File: src/rtl/key_angle_stepper_pkg.sv
// Shared types and defaults for the key-driven angle stepper.
// Timing defaults assume a 50 MHz system clock.
package key_angle_stepper_pkg;

    typedef enum logic [2:0] {
        CH_IDLE   = 3'b001,
        CH_HOLD   = 3'b010,
        CH_REPEAT = 3'b100
    } ch_state_e;

    localparam int HOLD_CYC_DEF   = 25_000_000;
    localparam int REPEAT_CYC_DEF = 5_000_000;
    localparam int ANGLE_W_DEF    = 9;
    localparam int ANGLE_MAX_DEF  = 359;
    localparam int STEP_DEF       = 1;

    function automatic int cnt_width(input int a, input int b);
        int m;
        m = (a > b) ? a : b;
        if (m < 2) m = 2;
        return $clog2(m);
    endfunction

endpackage

File: src/rtl/key_repeat_ch.sv
// One key channel: press/release decode, hold timer and
// auto-repeat, producing registered step and long flags.
module key_repeat_ch
    import key_angle_stepper_pkg::*;
#(
    parameter int HOLD_CYC   = HOLD_CYC_DEF,
    parameter int REPEAT_CYC = REPEAT_CYC_DEF
) (
    input  logic clk,
    input  logic rst_n,
    input  logic flag,
    input  logic state,
    output logic step,
    output logic long
);

    localparam int CW = cnt_width(HOLD_CYC, REPEAT_CYC);
    localparam logic [CW-1:0] HOLD_LAST = CW'(HOLD_CYC - 1);
    localparam logic [CW-1:0] REP_LAST  = CW'(REPEAT_CYC - 1);

    ch_state_e     state_q, state_d;
    logic [CW-1:0] cnt_q, cnt_d;
    logic          step_q, step_d;
    logic          long_q, long_d;
    logic          press_ev, rel_ev;

    assign press_ev = flag & ~state;
    assign rel_ev   = flag &  state;

    always_comb begin
        state_d = state_q;
        cnt_d   = cnt_q;
        step_d  = 1'b0;
        case (state_q)
            CH_IDLE: begin
                if (press_ev) begin
                    state_d = CH_HOLD;
                    cnt_d   = '0;
                    step_d  = 1'b1;
                end
            end
            CH_HOLD: begin
                if (rel_ev) begin
                    state_d = CH_IDLE;
                    cnt_d   = '0;
                end else if (cnt_q == HOLD_LAST) begin
                    state_d = CH_REPEAT;
                    cnt_d   = '0;
                    step_d  = 1'b1;
                end else begin
                    cnt_d = cnt_q + CW'(1);
                end
            end
            CH_REPEAT: begin
                // release beats a coincident terminal count
                if (rel_ev) begin
                    state_d = CH_IDLE;
                    cnt_d   = '0;
                end else if (cnt_q == REP_LAST) begin
                    cnt_d  = '0;
                    step_d = 1'b1;
                end else begin
                    cnt_d = cnt_q + CW'(1);
                end
            end
            default: begin
                state_d = CH_IDLE;
                cnt_d   = '0;
            end
        endcase
        long_d = (state_d == CH_REPEAT);
    end

    always_ff @(posedge clk or negedge rst_n) begin
        if (!rst_n) begin
            state_q <= CH_IDLE;
            cnt_q   <= '0;
            step_q  <= 1'b0;
            long_q  <= 1'b0;
        end else begin
            state_q <= state_d;
            cnt_q   <= cnt_d;
            step_q  <= step_d;
            long_q  <= long_d;
        end
    end

    assign step = step_q;
    assign long = long_q;

endmodule

File: src/rtl/key_angle_stepper.sv
// Turns UP/DOWN key steps into a wrapping angle for the CORDIC.
// Coincident up and down steps cancel out.
module key_angle_stepper
    import key_angle_stepper_pkg::*;
#(
    parameter int HOLD_CYC   = HOLD_CYC_DEF,
    parameter int REPEAT_CYC = REPEAT_CYC_DEF,
    parameter int ANGLE_W    = ANGLE_W_DEF,
    parameter int ANGLE_MAX  = ANGLE_MAX_DEF,
    parameter int STEP       = STEP_DEF
) (
    input  logic               clk,
    input  logic               rst_n,
    input  logic               up_flag,
    input  logic               up_state,
    input  logic               dn_flag,
    input  logic               dn_state,
    output logic [ANGLE_W-1:0] angle,
    output logic               angle_valid,
    output logic               up_long,
    output logic               dn_long
);

    localparam int XW = ANGLE_W + 1;
    localparam logic [XW-1:0] STEP_X = XW'(STEP);
    localparam logic [XW-1:0] MAX_X  = XW'(ANGLE_MAX);
    localparam logic [XW-1:0] MOD_X  = XW'(ANGLE_MAX + 1);

    logic               up_step, dn_step;
    logic [ANGLE_W-1:0] angle_q, angle_d;
    logic               valid_q, valid_d;
    logic [XW-1:0]      ext, up_sum, nxt;
    logic               unused_msb;

    key_repeat_ch #(
        .HOLD_CYC  (HOLD_CYC),
        .REPEAT_CYC(REPEAT_CYC)
    ) u_up (
        .clk  (clk),
        .rst_n(rst_n),
        .flag (up_flag),
        .state(up_state),
        .step (up_step),
        .long (up_long)
    );

    key_repeat_ch #(
        .HOLD_CYC  (HOLD_CYC),
        .REPEAT_CYC(REPEAT_CYC)
    ) u_dn (
        .clk  (clk),
        .rst_n(rst_n),
        .flag (dn_flag),
        .state(dn_state),
        .step (dn_step),
        .long (dn_long)
    );

    always_comb begin
        ext     = {1'b0, angle_q};
        up_sum  = ext + STEP_X;
        nxt     = ext;
        valid_d = 1'b0;
        if (up_step && !dn_step) begin
            valid_d = 1'b1;
            nxt = (up_sum <= MAX_X) ? up_sum : up_sum - MOD_X;
        end else if (dn_step && !up_step) begin
            valid_d = 1'b1;
            nxt = (ext >= STEP_X) ? ext - STEP_X
                                  : ext + MOD_X - STEP_X;
        end
        angle_d = nxt[ANGLE_W-1:0];
    end

    assign unused_msb = nxt[XW-1];

    always_ff @(posedge clk or negedge rst_n) begin
        if (!rst_n) begin
            angle_q <= '0;
            valid_q <= 1'b0;
        end else begin
            angle_q <= angle_d;
            valid_q <= valid_d;
        end
    end

    assign angle       = angle_q;
    assign angle_valid = valid_q;

endmodule

File: config.mk
export PLATFORM = sky130hd
export DESIGN_NAME = key_angle_stepper
export DESIGN_NICKNAME = d
export VERILOG_FILES = /design/src/rtl/key_angle_stepper_pkg.sv /design/src/rtl/key_repeat_ch.sv /design/src/rtl/key_angle_stepper.sv
export SDC_FILE = /design/constraint.sdc
export NUM_CORES = 1
export LEC_CHECK = 0
export BUFFER_PORTS_ARGS = -buffer_cell sky130_fd_sc_hd__buf_2
export CORE_ASPECT_RATIO = 0.8
export CORE_MARGIN = 3
export CORE_UTILIZATION = 24
export CTS_CLUSTER_SIZE = 24
export DETAILED_ROUTE_END_ITERATION = 16
export GPL_TIMING_DRIVEN = 0
export PLACE_DENSITY = 0.36
export SLEW_MARGIN = 20
export SYNTH_ARGS = -nofsm -noshare
export SYNTH_HDL_FRONTEND = slang
export SYNTH_SLANG_ARGS = --single-unit
File: constraint.sdc
create_clock -name clk -period 2.54 [get_ports clk]
set_input_delay 0.127 -clock clk [delete_from_list [all_inputs] [get_ports clk]]
set_output_delay 0.127 -clock clk [all_outputs]
set_load 0.01 [all_outputs]
==> key figures, run 1 <==
Pwr
  – VDD IR-drop max: about 0.00036 V
  – Pleak: 2.06 nW
  – Pwr/cell area: 700 nW/um^2
  – Pwr Total: roughly 3.7 mW

Synthesis
  – Fraction of registers with async set/reset: between 90% and 100%
  – Seq cells post-synth: 70
  – Post-synth EDFFs: 0
  – Largest area contributor in the netlist: dfrtp_1
  – Net count after synthesis: 520
  – Post-Synthesis Cell Area: ~4500 um^2
  – Sequential fraction of the synthesis area: between 30% and 40%
  – Largest cells by area after synthesis: dfrtp_1 (38%), xnor2_1 (5.4%), a21oi_1 (4.5%), nand2_1 (3.6%), nor2_1 (2.6%)
  – Netlist cell types: 77
  – Synth Warn #: 0
  – Mean Syn Cell Area: ~8.9 um^2
  – Synth Instances: between 500 and 600
  – Primary FF master, synth: dfrtp_1
  – Proportion of netlist area held by the largest area contributor: a little under two fifths

Clock tree
  – Worst skew pair latency: approximately 340 ps
  – Reg clk slew, reported paths: ~60 ps
  – Num CTS Buffers: 9
  – CTS HTree Levels: 3
  – Clock sink count: 70
  – CTS tree: yes
  – Clk Tree Root Cell: clkbuf_16
  – Clk buf depth: 2

STA
  – Final clock period utilization by the worst path: 95.1%
  – Final hold violations: 0
  – Clock skew: approximately 9.0 ps
  – Max frequency: about 0.41 GHz
  – Setup Viol. Count Final: 0
  – Fin crit period: roughly 2400 ps
  – Setup TNS Final: 0 ps
  – Smallest hold slack: about 150 ps
  – Final worst slack: about 130 ps
  – Worst-margin pin slew: 825 ps
  – Count of pins over their slew limit: 0
  – Max-slew headroom: 44.2%

Placement
  – # port buffers: 17
  – DP Worst Slack: 8.64 ps
  – Routability cong.: 0.810
  – Placed Area: 4960 um^2
  – Dpl hpwl: 8.94 mm

Floorplanning
  – Initial core utilization: between 20% and 30%
  – Die ar.: between 20000 and 25000 um^2
  – Chip height: roughly 130 um
  – Floorplan die width: 160 um
  – I/O pin count: 18
  – Standard-cell rows: 44
  – Core area: between 15000 and 20000 um^2

Worst setup path
  – Crit-path slowest cell: o41ai_4
  – CP Cell Sequence: ha_1, and4b_1, nand4_1, o41ai_4, a21o_1, buf_2, a21oi_1
  – WS Path Type: reg2reg
  – Crit Path Max Fanout: 10
  – Endpoint class of the critical path: flop
  – Worst endpoint required time: 2730 ps
  – Arrival time at the worst endpoint: approximately 2600 ps
  – Critical Path Start Type: flop
  – CP max stage delay: a little under 500 ps

GRT
  – First-pass GRT wire length: slightly above 20 mm
  – GRT Overall Usage: 12.4%
  – Vias in the first global route: ~3800
  – Largest net degree at the start of global routing: 46
  – Antenna violations before repair: 0
  – Gr ovfl total: 0

Cells and area
  – Final #Nets: around 550
  – # fillers: between 1500 and 2000
  – Area delta synth->final: 18.1%
  – Diodes inserted: 0
  – Area of the multi-input gates: ~2600 um^2
  – Share of layout cells above drive strength 1: 12.7%
  – Reg area: about 1800 um^2
  – Design Area, Final: between 5000 and 6000 um^2

Routing
  – Wire length on met3: approximately 330 um
  – Wire per inst: approximately 16 um
  – M1 wire length: 6.63 mm
  – Initial DRT Pass Iterations: 5
  – Drt drc: 0
  – Vias: slightly below 4000
  – 1st-iter DRT viols: around 220
  – Post-route ant nets: 0
  – Via density: 4.94
  – Highest routed layer: met4
  – Detailed Route WL: ~12 mm
  – Met2 WL: ~5.4 mm

Hold path
  – Worst Hold Class: in2reg

Status
  – Outcome: finished, final reports clean

Job
  – Max-cap violations: 0
-- worst paths after layout --
check | start | to | slack [ps] | cells after the start
max in group asynchronous | rst_n | u_dn.state_q[0] | 1690 | 3
min reg2reg | u_up.cnt_q[0] | u_up.cnt_q[0] | 520 | 1
max | u_dn.cnt_q[0] | u_dn.cnt_q[18] | 130 | 7
min | dn_state | u_dn.state_q[0] | 150 | 3
max reg2reg | u_dn.cnt_q[0] | u_dn.cnt_q[18] | 130 | 7
min in group asynchronous | rst_n | u_dn.cnt_q[16] | 260 | 2
-- repair_timing --
item,in CTS,in global routing
buffers inserted,0,2
setup endpoints to repair,11,39
hold buffers,1,0
pin swaps,1,1
gates resized for setup,1,4
hold endpoints to repair,24,0
-- cells in the final DEF (no fill, tap or decap), types with 4 or more instances in the layout --
cell type / count
a211oi_1: 5
clkbuf_16: 9
o21ai_0: 22
ha_1: 6
buf_2: 22
nand4_1: 11
xor2_1: 12
nand2b_1: 11
and2_1: 6
nand2_1: 43
or3_1: 6
and3_1: 14
inv_1: 21
o221ai_1: 5
a21o_1: 4
nand3_1: 20
dfrtp_1: 66
a31oi_1: 5
xnor2_1: 28
o211ai_1: 4
nor4_1: 14
a21oi_1: 41
nor2b_1: 7
nor2_1: 31
nor3_1: 17
nor4b_1: 4
clkbuf_1: 11
-- kinds of logic (layout without fill, tap and decap cells) --
group | count (synthesis) | in the layout | share of synthesized area, %
fa+ha+maj | 7 | 7 | 1.93
mux | 3 | 3 | 0.691
xor+xnor | 40 | 40 | 7.74
buf+inv | 39 | 76 | 3.57
compound gates | 128 | 128 | 19.2
simple gates | 220 | 220 | 28.1
flops | 70 | 70 | 38.8
-- Yosys cell counts, types with 12 or more instances --
cell type / n
nor4_1: 14
and3_1: 14
xnor2_1: 28
a21oi_1: 41
nand2_1: 43
inv_1: 21
nand3_1: 20
xor2_1: 12
nor3_1: 17
dfrtp_1: 68
o21ai_0: 23
nor2_1: 31
-- worst max-delay path: cells and delay by family, from the launching register on --
family,cells,cell delay [ps]
and+or+nand+nor,2,510
AOI/OAI and AO/OA,3,860
adders and majority gates,1,230
buffers and inverters,1,260
DFF,1,390
-- cell type report --
| class | count | area share, % |
|---|---|---|
| Clock inverter | 7 | 2.27 |
| Sequential cell | 70 | 32.9 |
| Multi-Input combinational cell | 398 | 49.1 |
| Timing Repair Buffer | 21 | 2.62 |
| Tap cell | 253 | 5.92 |
| Inverter | 21 | 1.47 |
| Buffer | 18 | 1.54 |
| Clock buffer | 9 | 4.21 |
-- routing by layer --
layer  up-vias  global-route usage [%]
met4         0                    3.04
li1       1954                       -
met1      1934                    17.6
met2        43                    18.8
met3         8                    3.28
met5         -                       0
-- sequential cells by signal, summed over array words and instances, names as in the netlist --
signal / cells
angle: 9
angle_valid: 1
u_dn.cnt_q: 25
u_dn.long: 1
u_dn.state_q: 3
u_dn.step: 1
u_up.cnt_q: 25
u_up.long: 1
u_up.state_q: 3
u_up.step: 1
-- power breakdown --
group	internal, mW	total [mW]	switching (mW)	leakage, nW
Combinational	0.329	0.972	0.644	0.942
Clock	0.965	1.49	0.523	0.170
Sequential	1.19	1.28	0.0950	0.953
Total	2.48	3.74	1.26	2.06
-- per-stage QoR --
step	util [%]	std cells
global placement	26.9	777
floorplan	-	507
detailed placement	27.0	778
CTS	29.0	795
finish	29.2	797
global route	29.2	797
Note: power is estimated with default switching activity, not from simulation.
==> run 2, diff against run 1 <==
Settings changed: PLACE_DENSITY 0.36 to 0.47.
Clock period 2.54 ns to 2.75 ns, I/O delays scaled along.
==> run 2 against run 1 <==
  * Sequential cell count did not move
  * Final area fell by 2.3%
  * Critical endpoint is now u_up.cnt_q[16]
  * Highest routed layer unchanged
  * First-iteration DRC count rose by 48%
  * Count of clock-buffer cells in the layout rose by 3
  * Worst hold slack improved by 1.3 ps
  * Die area did not move
  * Power fell by 17%
  * Setup slack improved by 140 ps
==> key figures, run 2 (synthesis results as in run 1) <==
Status
  – Outcome: finished, final reports clean

Routing
  – Detailed Route WL: 11.5 mm (-7.8%)
  – Drt drc: 0 (unchanged)
  – Via density: 5.04 (+2.0%)
  – Initial DRT Pass Iterations: 5 (unchanged)
  – M1 wire length: 5.82 mm (-12%)
  – 1st-iter DRT viols: 324 (+48%)
  – Post-route ant nets: 0 (unchanged)
  – Wire per inst: 14.5 um (-7.4%)
  – Met2 WL: 4.92 mm (-8.6%)
  – Wire length on met3: 556 um (+66%)
  – Highest routed layer: met4
  – Vias: 3996 (+1.4%)

Worst setup path
  – Cells on worst reg2reg path: 7 (unchanged)
  – Crit-path slowest cell: a211oi_4
  – Sum of buffers and inverters on the critical path: 1 (unchanged)
  – WS Path Type: reg2reg
  – Endpoint class of the critical path: flop
  – Crit Path Max Fanout: 10 (unchanged)
  – FF-to-FF setup slack: 270 ps (+140 ps)
  – CP Cell Sequence: ha_1, nand4_1, nor4_4, nand3_2, a211oi_4, buf_6, nor2_1
  – Reg2Reg Launch Point: u_up.cnt_q[0]
  – CP max stage delay: 620 ps (+130 ps)
  – Crit-path leading delay family: simple AND/OR/NAND/NOR gates
  – Critical Path Start Type: flop
  – Worst endpoint required time: 2970 ps (+240 ps)
  – Arrival time at the worst endpoint: 2700 ps (+100 ps)
  – Reg2reg end: u_up.cnt_q[16]

Placement
  – Routability cong.: 0.828 (+2.3%)
  – Dpl hpwl: 8.27 mm (-7.5%)
  – # port buffers: 17 (unchanged)

Floorplanning
  – I/O pin count: 18 (unchanged)
  – Initial core utilization: 24.7% (unchanged)
  – Chip height: 129 um (unchanged)
  – Standard-cell rows: 44 (unchanged)
  – Die ar.: 20600 um^2 (unchanged)
  – Core area: 18300 um^2 (unchanged)
  – Floorplan die width: 160 um (unchanged)

Cells and area
  – Share of layout cells above drive strength 1: 11.1% (-1.6 points)
  – Finished Core Util: 28.5% (-0.66 points)
  – Reg area: 1750 um^2 (-0.14%)
  – # fillers: 1923 (-0.57%)
  – Most common cell after layout, fill and taps aside: dfrtp_1
  – Area delta synth->final: 15.4%
  – Final #Nets: 550 (-0.36%)
  – Diodes inserted: 0 (unchanged)
  – Most frequent cells in the layout: dfrtp_1 (68), nand2_1 (43), a21oi_1 (41)
  – Area of the multi-input gates: 2610 um^2 (-0.52%)

GRT
  – First-pass GRT wire length: 19.7 mm (-3.6%)
  – Gr ovfl total: 0 (unchanged)
  – Vias in the first global route: 3876 (+1.8%)
  – Antenna violations before repair: 0 (unchanged)
  – GRT Overall Usage: 11.6% (-0.80 points)
  – Largest net degree at the start of global routing: 53 (+15%)

Clock tree
  – Reg clk slew, reported paths: 50 ps (about the same)
  – CTS tree: yes
  – Clk buf depth: 2 (unchanged)
  – Num CTS Buffers: 9 (unchanged)
  – Worst skew pair latency: 330 ps (about the same)
  – CTS HTree Levels: 3 (unchanged)
  – Clock sink count: 70 (unchanged)
  – Postcts setup bufs: 0 (unchanged)
  – Clk Tree Root Cell: clkbuf_16

Pwr
  – Sequential share of power: 38.3% (+4.0 points)
  – Clock network fraction of design power: 33.6% (-6.1 points)
  – Switching share of power: 34.9% (+1.2 points)
  – Pwr Total: 3.09 mW (-17%)
  – VDD IR-drop max: 0.000230 V (-36%)
  – P_int: 2.01 mW (-19%)
  – Sw power: 1.08 mW (-15%)
  – Pleak: 2.01 nW (-2.6%)
  – Pwr/cell area: 591 nW/um^2 (-16%)
  – Power share of the combinational group: 28.1% (+2.1 points)

Job
  – Max-cap violations: 0 (unchanged)

STA
  – Final clock period utilization by the worst path: 90.3% (-4.8 points)
  – Final hold violations: 0 (unchanged)
  – Max frequency: 0.403 GHz (-2.7%)
  – Count of pins over their slew limit: 0 (unchanged)
  – RSZ-0062 raised after global routing: no
  – Max-slew headroom: 44.6% (+0.38 points)
  – Worst-margin pin slew: 822 ps (-2.73 ps)
  – Setup TNS Final: 0 ps (unchanged)
  – Clock skew: 5.03 ps (-3.95 ps)
  – Fin crit period: 2480 ps (+67.4 ps)
  – Setup Viol. Count Final: 0 (unchanged)

Hold path
  – Worst Hold Class: in2reg
  – Worst Hold Path Cells: 3 (unchanged)
  – HP Start: dn_state
  – Hold path endpoint: u_dn.state_q[0]
run 2: changes by cell type in the layout (fill, tap and decap cells not counted), sizes merged:
| cell | change |
|---|---|
| buf | -2 |
| clkbuf | +3 |
| bufinv | -3 |
| clkinv | -1 |
| inv | -1 |
run 2: worst max path at each step:
stage                   from        endpoint  slack (ps)  depth (start not counted)
3_5_place_dp   u_up.cnt_q[0]  u_up.cnt_q[16]         270                          7
2_1_floorplan       angle[0]        angle[3]         580                          7
6_report       u_up.cnt_q[0]  u_up.cnt_q[16]         270                          7
4_1_cts        u_up.cnt_q[0]  u_up.cnt_q[16]         250                          7
3_3_place_gp   u_up.cnt_q[0]  u_up.cnt_q[14]         290                          7
5_1_grt        u_up.cnt_q[0]  u_up.cnt_q[12]          10                          7
run 2: final cells by class:
type	count	share of cell area, %
flip-flops and latches	70	33.6
plain buffers	18	1.58
well taps	253	6.06
clock buffers	12	4.72
inverters	21	1.51
multi-input cells	398	50.0
repair buffers	19	2.39
clock inverters	2	0.192
run 2: power by group through the flow:
| stage | logic [mW] | clock network, mW | registers [mW] |
|---|---|---|---|
| after floorplan | 0.577 | 0 | 1.20 |
| after global placement | 0.842 | 0 | 1.20 |
| after detailed placement | 0.862 | 0 | 1.20 |
| after CTS | 0.865 | 1.07 | 1.18 |
| after global routing | 0.982 | 1.12 | 1.20 |
| final | 0.868 | 1.04 | 1.18 |
run 2: repair_timing:
action / 4_1_cts / 5_1_grt
hold endpoints to repair: 18 / 0
resized for setup: 0 / 0
hold buffers: 1 / 0
run 2: per-layer routing:
metal | track usage, % | up-vias
met5 | 0 | -
met4 | 4.32 | 0
met3 | 2.45 | 16
met2 | 16.9 | 93
met1 | 16.8 | 1937
li1 | - | 1950
run 2: worst register-to-register path, stage by stage, from the launching register on:
cell	delay, ps
dfrtp_1	380
ha_1	320
nand4_1	190
nor4_4	370
nand3_2	200
a211oi_4	620
buf_6	230
nor2_1	60
run 2: through the flow:
step	cells	setup slack [ps]	hold slack [ps]	instance area, um^2
2_1_floorplan	507	578	-158	4530
3_3_place_gp	777	286	497	4930
3_5_place_dp	778	275	51.5	4960
4_1_cts	793	254	149	5230
5_1_grt	793	13.2	179	5230
6_report	793	268	154	5230
==> run 3, diff against run 2 <==
Settings changed: ABC_AREA from default to 1.
==> run 3 against run 2 <==
  * Sequential power up 11%
  * First-iteration DRC count up 14%
  * Clock power is 24% higher
  * Critical path depth up 4
  * Combinational power up 90%
  * Highest routed layer unchanged
==> key figures, run 3 <==
Status
  – Outcome: finished, final reports clean

Floorplanning
  – Chip height: 134 um (+4.3%)
  – Die ar.: 22400 um^2 (+8.8%)
  – Floorplan die width: 166 um (+4.3%)
  – Standard-cell rows: 46 (+4.5%)
  – Core area: 20000 um^2 (+9.3%)
  – I/O pin count: 18 (unchanged)
  – Initial core utilization: 24.7% (about the same)

Placement
  – Routability cong.: 0.832 (+0.43%)
  – # port buffers: 17 (unchanged)
  – Dpl hpwl: 9.56 mm (+16%)

STA
  – Max frequency: 0.482 GHz (+20%)
  – Setup TNS Final: 0 ps (unchanged)
  – Final clock period utilization by the worst path: 75.5% (-15 points)
  – RSZ-0062 raised after global routing: no
  – Setup Viol. Count Final: 0 (unchanged)
  – Clock skew: 9.12 ps (+4.09 ps)
  – Worst-margin pin slew: 567 ps (-256 ps)
  – Max-slew headroom: 61.9% (+17 points)
  – Count of pins over their slew limit: 0 (unchanged)
  – Final hold violations: 0 (unchanged)
  – Fin crit period: 2080 ps (-405 ps)

Clock tree
  – Clock sink count: 70 (unchanged)
  – Worst skew pair latency: 340 ps (about the same)
  – Postcts setup bufs: 0 (unchanged)
  – CTS tree: yes
  – Clk buf depth: 2 (unchanged)
  – Reg clk slew, reported paths: 60 ps (about the same)
  – CTS HTree Levels: 3 (unchanged)
  – Clk Tree Root Cell: clkbuf_16
  – Num CTS Buffers: 9 (unchanged)

Hold path
  – Worst Hold Class: in2reg
  – Worst Hold Path Cells: 4 (+1)
  – HP Start: dn_state
  – Hold path endpoint: u_dn.state_q[1]

Cells and area
  – Area of the multi-input gates: 2710 um^2 (+3.8%)
  – Share of layout cells above drive strength 1: 16.1% (+5.0 points)
  – Area delta synth->final: 15.6%
  – Most frequent cells in the layout: nand2_1 (143), inv_1 (96), nor2_1 (76)
  – Most common cell after layout, fill and taps aside: nand2_1
  – # fillers: 2228 (+16%)
  – Reg area: 1750 um^2 (unchanged)
  – Diodes inserted: 0 (unchanged)
  – Final #Nets: 722 (+31%)

Worst setup path
  – Crit Path Max Fanout: 10 (unchanged)
  – CP max stage delay: 390 ps (-230 ps)
  – Endpoint class of the critical path: flop
  – Cell mode on critical path: nand3_2
  – WS Path Type: reg2reg
  – Reg2reg end: u_up.cnt_q[20]
  – Crit-path slowest cell: dfrtp_1
  – FF-to-FF setup slack: 670 ps (+410 ps)
  – Cells on worst reg2reg path: 11 (+4)
  – Worst endpoint required time: 2980 ps (about the same)
  – Reg2Reg Launch Point: u_up.cnt_q[0]
  – CP Cell Sequence: ha_1, nand3_2, nor2_4, nand2_2, nor3_4, nand3_1, nand3_2, nand3_4, clkinv_2, buf_12, nor2_1
  – Critical Path Start Type: flop
  – Arrival time at the worst endpoint: 2310 ps (-390 ps)

Routing
  – 1st-iter DRT viols: 368 (+14%)
  – Wire per inst: 13.1 um (-9.6%)
  – Drt drc: 0 (unchanged)
  – Post-route ant nets: 0 (unchanged)
  – Via density: 4.52 (-10%)
  – Initial DRT Pass Iterations: 4 (-1)
  – Detailed Route WL: 12.8 mm (+12%)
  – Vias: 4417 (+11%)

Synthesis
  – Largest cells by area after synthesis: dfrtp_1 (34%), nand2_1 (11%), inv_1 (7.3%), nand3_1 (6.2%), nor2_1 (5.8%)
  – Mean Syn Cell Area: 7.28 um^2 (-18%)
  – Post-synth EDFFs: 0 (unchanged)
  – Fraction of registers with async set/reset: 100% (unchanged)
  – Top post-synthesis cells by count: nand2_1 (143), inv_1 (96), nor2_1 (76)
  – Most common cell in the netlist: nand2_1
  – Synth Warn #: 0 (unchanged)
  – Post-Synthesis Cell Area: 4940 um^2 (+9.2%)
  – Seq cells post-synth: 70 (unchanged)
  – Synth Instances: 679 (+34%)
  – Sequential fraction of the synthesis area: 35.5% (-3.3 points)
  – Proportion of netlist area held by the largest area contributor: 34.4% (-3.2 points)
  – Largest area contributor in the netlist: dfrtp_1
  – Primary FF master, synth: dfrtp_1
  – Net count after synthesis: 692 (+33%)
  – Netlist cell types: 52 (-32%)

Pwr
  – Pwr Total: 4.25 mW (+38%)
  – Pwr/cell area: 744 nW/um^2 (+26%)
  – Pleak: 2.58 nW (+28%)
  – VDD IR-drop max: 0.000391 V (+70%)

Job
  – Max-cap violations: 0 (unchanged)

GRT
  – GRT Overall Usage: 11.9% (+0.36 points)
  – Largest net degree at the start of global routing: 41 (-23%)
  – Antenna violations before repair: 0 (unchanged)
  – First-pass GRT wire length: 21.7 mm (+10%)
  – Gr ovfl total: 0 (unchanged)
  – Vias in the first global route: 4166 (+7.5%)
-- run 3: logic make-up after synthesis --
group           share of synthesized area, %
compound gates                          7.72
xor+xnor                                4.25
fa+ha+maj                               1.77
buf+inv                                 9.69
flops                                   35.5
simple gates                            41.1
-- run 3: worst max-delay path by stage --
stage / slack, ps / cells after the start / to / startpoint
final: 670 / 11 / u_up.cnt_q[20] / u_up.cnt_q[0]
after global routing: 480 / 11 / u_up.cnt_q[20] / u_up.cnt_q[0]
after floorplan: 980 / 14 / angle[7] / angle[0]
after global placement: 660 / 11 / u_up.cnt_q[21] / u_up.cnt_q[0]
after CTS: 650 / 11 / u_up.cnt_q[20] / u_up.cnt_q[0]
after detailed placement: 660 / 11 / u_up.cnt_q[20] / u_up.cnt_q[0]
-- run 3: per-stage QoR --
stage / setup slack, ps / instances / util [%] / hold slack (ps) / cell area [um^2]
2_1_floorplan: 985 / 679 / - / -158 / 4940
3_3_place_gp: 656 / 960 / 26.8 / 502 / 5360
3_5_place_dp: 664 / 961 / 26.9 / 128 / 5380
4_1_cts: 651 / 978 / 28.5 / 169 / 5720
5_1_grt: 480 / 978 / 28.5 / 229 / 5720
6_report: 673 / 978 / 28.5 / 175 / 5720
-- run 3: final cells by class --
cell class	count	share of cell area (%)
multi-input cells	494	47.4
clock inverters	6	1.49
plain buffers	13	1.44
repair buffers	19	2.06
flip-flops and latches	70	30.7
well taps	264	5.78
inverters	102	6.94
clock buffers	10	4.18
-- run 3: where the power goes --
part           leakage [nW]  total (mW)  switching (mW)  internal, mW
Sequential            0.945        1.31           0.134          1.18
Clock                 0.154        1.29           0.474         0.816
Combinational          1.48        1.65            1.13         0.522
-- run 3: metal layers --
metal / global-route usage [%] / share of wire (%) / vias to the layer above
li1: - / - / 2274
met1: 18.1 / 54 / 2060
met2: 17.1 / 42 / 77
met3: 3.01 / 3.6 / 6
met4: 2.34 / 0.76 / 0
met5: 0 / 0 / -
-- run 3: worst max-delay path: cells and delay by family (launching register included) --
kind                     cells  cell delay (ps)
flip-flops                   1              390
adder cells (fa/ha/maj)      1              220
buffers and inverters        2              270
AND/OR/NAND/NOR              8             1070
-- run 3: repair_timing --
item | CTS | global route
hold endpoints to repair | 30 | 0
gates resized for setup | 0 | 0
setup endpoints to repair | 0 | 0
hold buffers | 1 | 0
